### src/rtl/i2c_slave.sv
// i2c_slave: byte-level I2C target with filtered SCL/SDA, 7-bit address match and pulse handshakes.
// Define I2CS_STRETCH_EN to hold SCL low while the next read byte is not yet valid.
module i2c_slave #(
    parameter logic [6:0] SLAVE_ADDR = 7'h42,
    parameter int          FILTER_LEN = 3
) (
    input  logic       clk,
    input  logic       reset,
    input  logic       i_scl,
    input  logic       i_sda,
    output logic       o_sda_oe,
    output logic       o_scl_oe,
    output logic [7:0] o_rx_data,
    output logic       o_rx_valid,
    output logic       o_tx_req,
    input  logic [7:0] i_tx_data,
    input  logic       i_tx_valid,
    output logic       o_start,
    output logic       o_stop,
    output logic       o_rw,
    output logic       o_busy
);

    typedef enum logic [2:0] {
        IDLE, ADDR, ADDR_ACK, WR_DATA, WR_ACK, RD_DATA, RD_ACK, WAIT_STOP
    } state_t;

    localparam logic [2:0] FLT_MAX = 3'(FILTER_LEN - 1);

    logic       scl_p0, scl_p1, sda_p0, sda_p1;
    logic       scl_flt, sda_flt, scl_dly, sda_dly;
    logic [2:0] scl_cnt, sda_cnt;
    logic       scl_rise, scl_fall, sda_rise, sda_fall, start_det, stop_det;

    state_t     state, state_n;
    logic [2:0] bit_cnt, bit_cnt_n;
    logic [6:0] rx_sr, rx_sr_n, tx_sr, tx_sr_n;
    logic [7:0] rx_byte, rx_data_n;
    logic       sda_oe_n, stretch, stretch_n, rw_n, busy_n, ack_ph, ack_ph_n;
    logic       rx_valid_n, tx_req_n, start_n, stop_n, load_pt, tx_rdy;

`ifdef I2CS_STRETCH_EN
    assign tx_rdy   = i_tx_valid;
    assign o_scl_oe = stretch;
`else
    logic unused_tx_valid;
    assign unused_tx_valid = i_tx_valid;
    assign tx_rdy          = 1'b1;
    assign o_scl_oe        = 1'b0;
`endif

    // Stage p0/p1: two-flop synchronizer, then a run-length glitch filter
    always_ff @(posedge clk or posedge reset) begin
        if (reset) begin
            scl_p0  <= 1'b1;
            scl_p1  <= 1'b1;
            sda_p0  <= 1'b1;
            sda_p1  <= 1'b1;
            scl_flt <= 1'b1;
            sda_flt <= 1'b1;
            scl_dly <= 1'b1;
            sda_dly <= 1'b1;
            scl_cnt <= '0;
            sda_cnt <= '0;
        end else begin
            scl_p0  <= i_scl;
            scl_p1  <= scl_p0;
            sda_p0  <= i_sda;
            sda_p1  <= sda_p0;
            scl_dly <= scl_flt;
            sda_dly <= sda_flt;
            if (scl_p1 == scl_flt) begin
                scl_cnt <= '0;
            end else if (scl_cnt == FLT_MAX) begin
                scl_flt <= scl_p1;
                scl_cnt <= '0;
            end else begin
                scl_cnt <= scl_cnt + 3'd1;
            end
            if (sda_p1 == sda_flt) begin
                sda_cnt <= '0;
            end else if (sda_cnt == FLT_MAX) begin
                sda_flt <= sda_p1;
                sda_cnt <= '0;
            end else begin
                sda_cnt <= sda_cnt + 3'd1;
            end
        end
    end

    assign scl_rise  = scl_flt & ~scl_dly;
    assign scl_fall  = ~scl_flt & scl_dly;
    assign sda_rise  = sda_flt & ~sda_dly;
    assign sda_fall  = ~sda_flt & sda_dly;
    assign start_det = sda_fall & scl_flt;
    assign stop_det  = sda_rise & scl_flt;
    assign rx_byte   = {rx_sr, sda_flt};

    always_ff @(posedge clk or posedge reset) begin
        if (reset) state <= IDLE;
        else       state <= state_n;
    end

    always_comb begin
        state_n    = state;
        bit_cnt_n  = bit_cnt;
        rx_sr_n    = rx_sr;
        tx_sr_n    = tx_sr;
        rx_data_n  = o_rx_data;
        sda_oe_n   = o_sda_oe;
        stretch_n  = stretch;
        rw_n       = o_rw;
        busy_n     = o_busy;
        ack_ph_n   = ack_ph;
        rx_valid_n = 1'b0;
        tx_req_n   = 1'b0;
        start_n    = 1'b0;
        stop_n     = 1'b0;
        load_pt    = 1'b0;
        if (stop_det) begin
            state_n   = IDLE;
            bit_cnt_n = '0;
            sda_oe_n  = 1'b0;
            stretch_n = 1'b0;
            busy_n    = 1'b0;
            ack_ph_n  = 1'b0;
            stop_n    = 1'b1;
        end else if (start_det) begin
            state_n   = ADDR;
            bit_cnt_n = '0;
            sda_oe_n  = 1'b0;
            stretch_n = 1'b0;
            busy_n    = 1'b0;
            ack_ph_n  = 1'b0;
            start_n   = 1'b1;
        end else if (stretch) begin
            if (tx_rdy) begin
                stretch_n = 1'b0;
                load_pt   = 1'b1;
            end
        end else begin
            case (state)
                ADDR: if (scl_rise) begin
                    rx_sr_n   = rx_byte[6:0];
                    bit_cnt_n = bit_cnt + 3'd1;
                    if (bit_cnt == 3'd7) begin
                        if (rx_byte[7:1] == SLAVE_ADDR) begin
                            rw_n    = rx_byte[0];
                            busy_n  = 1'b1;
                            state_n = ADDR_ACK;
                        end else begin
                            state_n = WAIT_STOP;
                        end
                    end
                end
                // ACK window: first SCL fall grabs SDA, second fall ends the slot
                ADDR_ACK, WR_ACK: if (scl_fall) begin
                    if (!o_sda_oe) begin
                        sda_oe_n = 1'b1;
                    end else if (state == ADDR_ACK && o_rw) begin
                        load_pt = 1'b1;
                    end else begin
                        sda_oe_n  = 1'b0;
                        bit_cnt_n = '0;
                        state_n   = WR_DATA;
                    end
                end else if (scl_rise && state == ADDR_ACK && o_rw) begin
                    tx_req_n = 1'b1;
                end
                WR_DATA: if (scl_rise) begin
                    rx_sr_n   = rx_byte[6:0];
                    bit_cnt_n = bit_cnt + 3'd1;
                    if (bit_cnt == 3'd7) begin
                        rx_data_n  = rx_byte;
                        rx_valid_n = 1'b1;
                        state_n    = WR_ACK;
                    end
                end
                RD_DATA: if (scl_rise) begin
                    bit_cnt_n = bit_cnt + 3'd1;
                    if (bit_cnt == 3'd7) begin
                        ack_ph_n = 1'b0;
                        state_n  = RD_ACK;
                    end
                end else if (scl_fall) begin
                    sda_oe_n = ~tx_sr[6];
                    tx_sr_n  = {tx_sr[5:0], 1'b0};
                end
                RD_ACK: if (scl_fall) begin
                    if (!ack_ph) sda_oe_n = 1'b0;
                    else         load_pt  = 1'b1;
                end else if (scl_rise) begin
                    if (!sda_flt) begin
                        tx_req_n = 1'b1;
                        ack_ph_n = 1'b1;
                    end else begin
                        state_n = WAIT_STOP;
                    end
                end
                IDLE, WAIT_STOP: ;
                default: state_n = IDLE;
            endcase
        end
        if (load_pt) begin
            if (tx_rdy) begin
                tx_sr_n   = i_tx_data[6:0];
                sda_oe_n  = ~i_tx_data[7];
                bit_cnt_n = '0;
                ack_ph_n  = 1'b0;
                state_n   = RD_DATA;
            end else begin
                stretch_n = 1'b1;
            end
        end
    end

    always_ff @(posedge clk or posedge reset) begin
        if (reset) begin
            bit_cnt    <= '0;
            o_sda_oe   <= 1'b0;
            stretch    <= 1'b0;
            o_rx_data  <= '0;
            o_rx_valid <= 1'b0;
            o_tx_req   <= 1'b0;
            o_start    <= 1'b0;
            o_stop     <= 1'b0;
            o_rw       <= 1'b0;
            o_busy     <= 1'b0;
            ack_ph     <= 1'b0;
        end else begin
            bit_cnt    <= bit_cnt_n;
            o_sda_oe   <= sda_oe_n;
            stretch    <= stretch_n;
            o_rx_data  <= rx_data_n;
            o_rx_valid <= rx_valid_n;
            o_tx_req   <= tx_req_n;
            o_start    <= start_n;
            o_stop     <= stop_n;
            o_rw       <= rw_n;
            o_busy     <= busy_n;
            ack_ph     <= ack_ph_n;
        end
    end

    // Shift registers carry data only and need no reset
    always_ff @(posedge clk) begin
        rx_sr <= rx_sr_n;
        tx_sr <= tx_sr_n;
    end

endmodule

### config.mk
export PLATFORM = sky130hd
export DESIGN_NAME = i2c_slave
export DESIGN_NICKNAME = d
export VERILOG_FILES = /design/src/rtl/i2c_slave.sv
export SDC_FILE = /design/constraint.sdc
export NUM_CORES = 1
export LEC_CHECK = 0
export BUFFER_PORTS_ARGS = -buffer_cell sky130_fd_sc_hd__buf_2
export CAP_MARGIN = 20
export CORE_MARGIN = 1
export CORE_UTILIZATION = 57
export DETAILED_ROUTE_END_ITERATION = 16
export PLACE_DENSITY = 0.87
export SETUP_SLACK_MARGIN = 0.5
export SYNTH_ARGS = -nofsm -noshare
export SYNTH_HDL_FRONTEND = slang
export SYNTH_SLANG_ARGS = --single-unit
### constraint.sdc
create_clock -name clk -period 2.53 [get_ports clk]
set_clock_uncertainty 0.2 [all_clocks]
set_input_delay 0.3795 -clock clk [delete_from_list [all_inputs] [get_ports clk]]
set_output_delay 0.3795 -clock clk [all_outputs]
set_load 0.005 [all_outputs]
==> reports/metrics.yaml, run 1 <==
routing:
  post_drt_wl_per_cell_um: 16.6
  drt-vias-per-instance: 5.68
  routed_wl_mm: 4.99
  drt_iter0_markers: 120
  via_count: 1709
  dr.pass1.iters: 4
  remaining_drc_errors: 0
  ant_nets: 0
grt:
  antenna_found_initial: 0
  grt_pass1_vias: 1526
  grt-ovfl-total: 0
  grt_first_pass_wirelength_mm: 7.36
  grt_max_degree: 37
  grt_usage_pct: 22.7
logic_synthesis:
  synth_top_area_share_pct: 29.1
  ys_types: 51
  synth-simple-area-share_pct: 16.0
  synth_top_area_cell: "dfrtp_1"
  async_flop_share_pct: 72.0
  syn-num-nets: 215
  yosys-top-cells-area: "dfrtp_1 (29%), edfxtp_1 (17%), dfstp_2 (8.7%), mux2_2 (8.0%), a21oi_1 (2.9%)"
  ys_dominant_reg_cell: "dfrtp_1"
  ys_seq_area_share_pct: 55.4
  syn_avg_cell_area_sq_um: 12.0
  syn_area_sq_um: 2400
  synth_xor_xnor_area_share_pct: 2.50
  synth_top_family_by_area: "simple AND/OR/NAND/NOR gates"
  synth_compound_gate_area_share_pct: 10.6
  synth_edf_count: 14
  synthesis.instances: 200
  synth_fa_ha_area_share_pct: 1.04
  yosysWarnings: 0
  ys_ff_latch: 50
  synthMuxAreaShare_pct: 11.4
place:
  hpwl_mm: 2.94
  gp_congestion: 0.911
  place.port_buffers: 26
hold_path:
  hold_class: "in -> reg"
  worstHoldStart: "i_tx_data[7]"
cells_and_area:
  diodes: 0
  final_util_pct: 73.0
  final_nets: 265
  nFillCells: 256
  area_growth_pct: 22.3
  layout-drive-gt1-share_pct: 43.8
sta:
  finalHoldViolCount: 0
  fin_setup_tns_ps: 0
  clock.fmax_mhz: 482
  slew_viol_final: 0
  finalCritPeriodShare_pct: 82.0
  rsz0062_at_grt: "yes"
  finalSetupViolations: 0
  min_period_ps: 2070
die:
  die_y_um: 67.0
  dieArea_sq_um: 4480
  core_area_sq_um: 4030
  die_w_um: 67.0
  pin_count: 29
  start_util_pct: 59.7
  placement_rows: 23
cts:
  numCtsBuffers: 5
  cts_sinks: 50
  root_buffer: "clkbuf_8"
  worstSkewPairLatency_ps: 310
  tritoncts: "yes"
  clockBufferDepth: 2
  path_clk_slew_ps: 90
  htreeDepth: 2
outcome:
  status: "finished, final reports clean"
setup_path:
  r2r_start: "bit_cnt[0]$_DFFE_PP0P_"
  worstSetupPathType: "reg -> reg"
  required_ps: 2530
  critPathLaunch: "bit_cnt[0]$_DFFE_PP0P_"
  start_kind: "register"
  crit_path_max_fanout: 5
  cp.arrival_ps: 2080
  endpoint_kind: "register"
pwr:
  worst_ir_drop_vdd_uv: 615
  leakagePower_uw: 0.00132
  powerDensity_nw_per_um2: 1140
flow_run:
  maxCapViolCount: 0
## through the flow
step / hold WS (ps) / total power [uW] / cells / instance area, sq um / setup WS (ps)
2_1_floorplan: 145 / 2210 / 200 / 2420 / 402
3_3_place_gp: 146 / 2410 / 275 / 2620 / 400
3_5_place_dp: 149 / 2460 / 275 / 2620 / 357
4_1_cts: 98.6 / 3130 / 289 / 2820 / 494
5_1_grt: 119 / 3530 / 301 / 2940 / 393
6_report: 101 / 3350 / 301 / 2940 / 457
## path summary, 6_finish.rpt
kind | end | slack, ps | depth (start not counted)
max | state[1]$_DFFE_PP0P_ | 460 | 7
min | o_sda_oe$_DFFE_PP0P_ | 100 | 2
max reg2reg | state[1]$_DFFE_PP0P_ | 460 | 7
min reg2reg | sda_p1$_DFF_PP1_ | 160 | 0
max in group asynchronous | sda_dly$_DFF_PP1_ | 1190 | 4
min in group asynchronous | o_tx_req$_DFF_PP0_ | 590 | 4
## cell families (layout without fill, tap and decap cells)
family                     after synthesis  in the layout
adders and majority gates                2              2
xor gates and xnor gates                 6              6
AOI/OAI and AO/OA                       36             36
and+or+nand+nor                         67             67
DFF                                     50             50
other                                    1              1
buffers and inverters                   15             66
muxes                                   23             23
## routing by layer
metal	vias to the layer above	global-route usage (%)	wire length, um
met5	-	0	0
met4	0	10.4	89
met3	11	6.34	246
met2	54	35.9	2560
met1	832	28.8	2100
li1	812	-	-
## sequential cells by signal (all words and copies together), names as in the netlist, 3 cells and up
name	cells
scl_cnt	3
tx_sr	7
o_rx_data	8
sda_cnt	3
bit_cnt	3
state	3
rx_sr	7
## layout make-up
| class | count | area (sq um) | area share (%) |
|---|---|---|---|
| Tap cell | 50 | 62.6 | 2.13 |
| Timing Repair Buffer | 52 | 333 | 11.3 |
| Clock buffer | 6 | 72.6 | 2.47 |
| Clock inverter | 2 | 37.5 | 1.28 |
| Multi-Input combinational cell | 135 | 1080 | 36.7 |
| Sequential cell | 50 | 1330 | 45.3 |
| Inverter | 6 | 22.5 | 0.766 |
## Yosys cell counts (2+ instances only)
master / n
xnor2_1: 3
nor2_1: 18
edfxtp_1: 14
o21ai_0: 7
buf_4: 3
and2b_1: 2
nor2b_1: 5
a21oi_1: 14
nor3_1: 4
xor2_1: 2
buf_2: 4
clkbuf_1: 2
nor3b_1: 2
o211ai_1: 3
mux2_2: 17
ha_1: 2
nand2_1: 13
dfstp_2: 8
dfrtp_1: 28
nand3b_1: 5
mux2_1: 2
mux2_4: 4
nand3_1: 2
nand2b_1: 4
inv_1: 5
nand3_2: 2
## layout by cell type (no fill, tap or decap), types with 2 or more instances in the layout
cell / n
dfrtp_1: 26
buf_2: 26
buf_4: 23
mux2_2: 17
nor2_1: 17
edfxtp_1: 14
a21oi_1: 13
nand2_1: 12
dfstp_2: 8
o21ai_0: 7
inv_1: 5
nand3b_1: 5
clkbuf_8: 5
nor3_1: 4
mux2_4: 4
nor2b_1: 4
nand2b_1: 3
xnor2_1: 3
o211ai_1: 3
dlygate4sd3_1: 3
nand3_2: 2
nand3_1: 2
and2b_2: 2
xor2_1: 2
mux2_1: 2
nor3b_1: 2
dfrtp_2: 2
## repair_timing
item	4_1_cts	5_1_grt
buffers inserted	3	12
pin swaps	2	6
gates resized for setup	10	7
hold buffers	3	0
endpoints found under the hold margin	30	0
endpoints found under the setup margin	19	21
## where the power goes
part | internal (uW) | switching (uW) | total, uW
clock network | 295 | 267 | 562
registers | 1030 | 169 | 1200
logic | 757 | 834 | 1590
## worst max-delay path, cell delays in order, from the launching register on
cell and delay, ps:
dfrtp_1 400, ha_2 220, ha_4 170, mux2_2 190, nor2_4 40, o31ai_4 330
nand3_2 120, mux2_4 310
Power figures use the tool's default switching activity.
==> run 2: changes to the inputs <==
- CORE_UTILIZATION: 57 -> 52
- PLACE_DENSITY: 0.87 -> 0.84
- clock period: 2.53 -> 1.8 ns (I/O delays scaled with it)
==> run 2 against run 1 <==
Utilization up 9.2 points. Critical path depth shrank 2. The flow now finishes with violations (negative setup slack). Sequential share of layout area shrank 8.6 points. Critical endpoint is now ack_ph$_DFFE_PP0P_. Clock-buffer cell count up 1. Sequential power up 39%. Worst hold slack got worse by 69 ps. Combinational power is 120% higher. Via count rose by 22%. Critical path type unchanged. Clock power grew 35%. Die area grew 9.3%.
==> reports/metrics.yaml, run 2 (same netlist as run 1, synthesis figures left out) <==
die:
  die_y_um: 70.0
  start_util_pct: 54.5
  dieArea_sq_um: 4900
  placement_rows: 24
  core_area_sq_um: 4410
  pin_count: 29
  die_w_um: 70.0
cells_and_area:
  largest_reg_flops: 8
  diodes: 0
  final_common_cell: "buf_4"
  multi_input_area_sq_um: 1270
  nFillCells: 225
  layout-drive-gt1-share_pct: 60.7
  final_cell_mix: "buf_4 (46), dfrtp_1 (26), buf_2 (24), buf_6 (23), mux2_4 (16)"
  regMostFlops: "o_rx_data"
  register_area_sq_um: 1330
  final_nets: 314
  top_regs: "o_rx_data x8, rx_sr x7, tx_sr x7"
  area_growth_pct: 50.8
  instances_no_fill: 352
grt:
  grt-ovfl-total: 0
  antenna_found_initial: 0
  grt_max_degree: 37
  grt_usage_pct: 25.9
  grt_pass1_vias: 1963
  grt_first_pass_wirelength_mm: 9.76
routing:
  post_drt_wl_per_cell_um: 21.3
  drt_iter0_markers: 227
  ant_nets: 0
  via_count: 2079
  drt-vias-per-instance: 5.91
  routed_wl_mm: 7.52
  dr.pass1.iters: 4
  remaining_drc_errors: 0
setup_path:
  crit_path_max_fanout: 4
  slowest_delay_ps: 610
  endpoint_kind: "register"
  required_ps: 1800
  crit_chain: "xor2_4, a211oi_2, o21ai_2, nand2_1, mux2_4"
  cp.arrival_ps: 2050
  worstSetupPathType: "reg -> reg"
  slowest_stage: "dfstp_2"
  critPathLaunch: "sda_flt$_DFFE_PP1P_"
  start_kind: "register"
  r2r_start: "sda_flt$_DFFE_PP1P_"
  regToRegSetupSlack_ps: -250
sta:
  finalCritPeriodShare_pct: 114
  finalHoldViolCount: 0
  whs_ps: 31.9
  fin_setup_tns_ps: -4950
  rsz0062_at_grt: "yes"
  clock.fmax_mhz: 488
  slew_viol_final: 0
  finalSetupViolations: 30
  worst_slack_ps: -248
  min_period_ps: 2050
place:
  gp_congestion: 0.890
  hpwl_mm: 3.48
  place.port_buffers: 26
  dp.cells: 311
  post-place-ws_ps: -211
hold_path:
  worstHoldStart: "i_tx_data[7]"
  hold_class: "in -> reg"
cts:
  worstSkewPairLatency_ps: 320
  tritoncts: "yes"
  path_clk_slew_ps: 90
  cts_sinks: 50
  htreeDepth: 2
  clockBufferDepth: 2
  root_buffer: "clkbuf_8"
  numCtsBuffers: 5
flow_run:
  maxCapViolCount: 0
pwr:
  powerDensity_nw_per_um2: 1650
  worst_ir_drop_vdd_uv: 950
  leakagePower_uw: 0.00168
  p_total_uw: 5970
outcome:
  violations: "negative setup slack"
  status: "finished, violations left"
-- run 2: cell type report --
type	instances	share of cell area, %
repair buffers	100	22.7
flip-flops and latches	50	36.8
clock buffers	7	2.69
well taps	52	1.79
clock inverters	1	0.241
inverters	6	0.621
multi-input cells	136	35.1
-- run 2: critical path: cells and delay by family (launching register included) --
kind            cells  cell delay, ps
flops               1             610
mux                 1             310
compound gates      2             410
simple gates        1             120
xor+xnor            1             280
-- run 2: final timing paths --
path / cells past startpoint / endpoint
max: 5 / ack_ph$_DFFE_PP0P_
min: 2 / o_sda_oe$_DFFE_PP0P_
max reg2reg: 5 / ack_ph$_DFFE_PP0P_
min reg2reg: 0 / sda_p1$_DFF_PP1_
max in group asynchronous: 4 / sda_dly$_DFF_PP1_
min in group asynchronous: 4 / o_rx_data[2]$_DFFE_PP0P_
-- run 2: metal layers --
layer	routed length [um]	vias to the layer above	track usage [%]
met5	0	-	0
met3	450	23	5.19
met2	3830	121	43.4
met4	298	0	12.9
li1	-	908	-
met1	2940	1027	32.0
-- run 2: power breakdown --
part	switching, uW	internal, uW
combinational	1740	1800
clock	396	362
sequential	229	1440
total	2370	3600
-- run 2: metrics by stage --
stage / utilization, % / area [sq um]
finish: 82.2 / 3630
global route: 82.2 / 3630
CTS: 75.2 / 3320
detailed placement: 67.0 / 2960
global placement: 67.0 / 2960
floorplan: - / 2510
-- run 2: what timing repair did --
item,in CTS,in global routing
gates cloned,1,1
endpoints found under the setup margin,53,63
pin swaps,9,12
buffers inserted,11,17
hold buffers,3,0
hold endpoints to repair,30,0
resized for setup,32,42
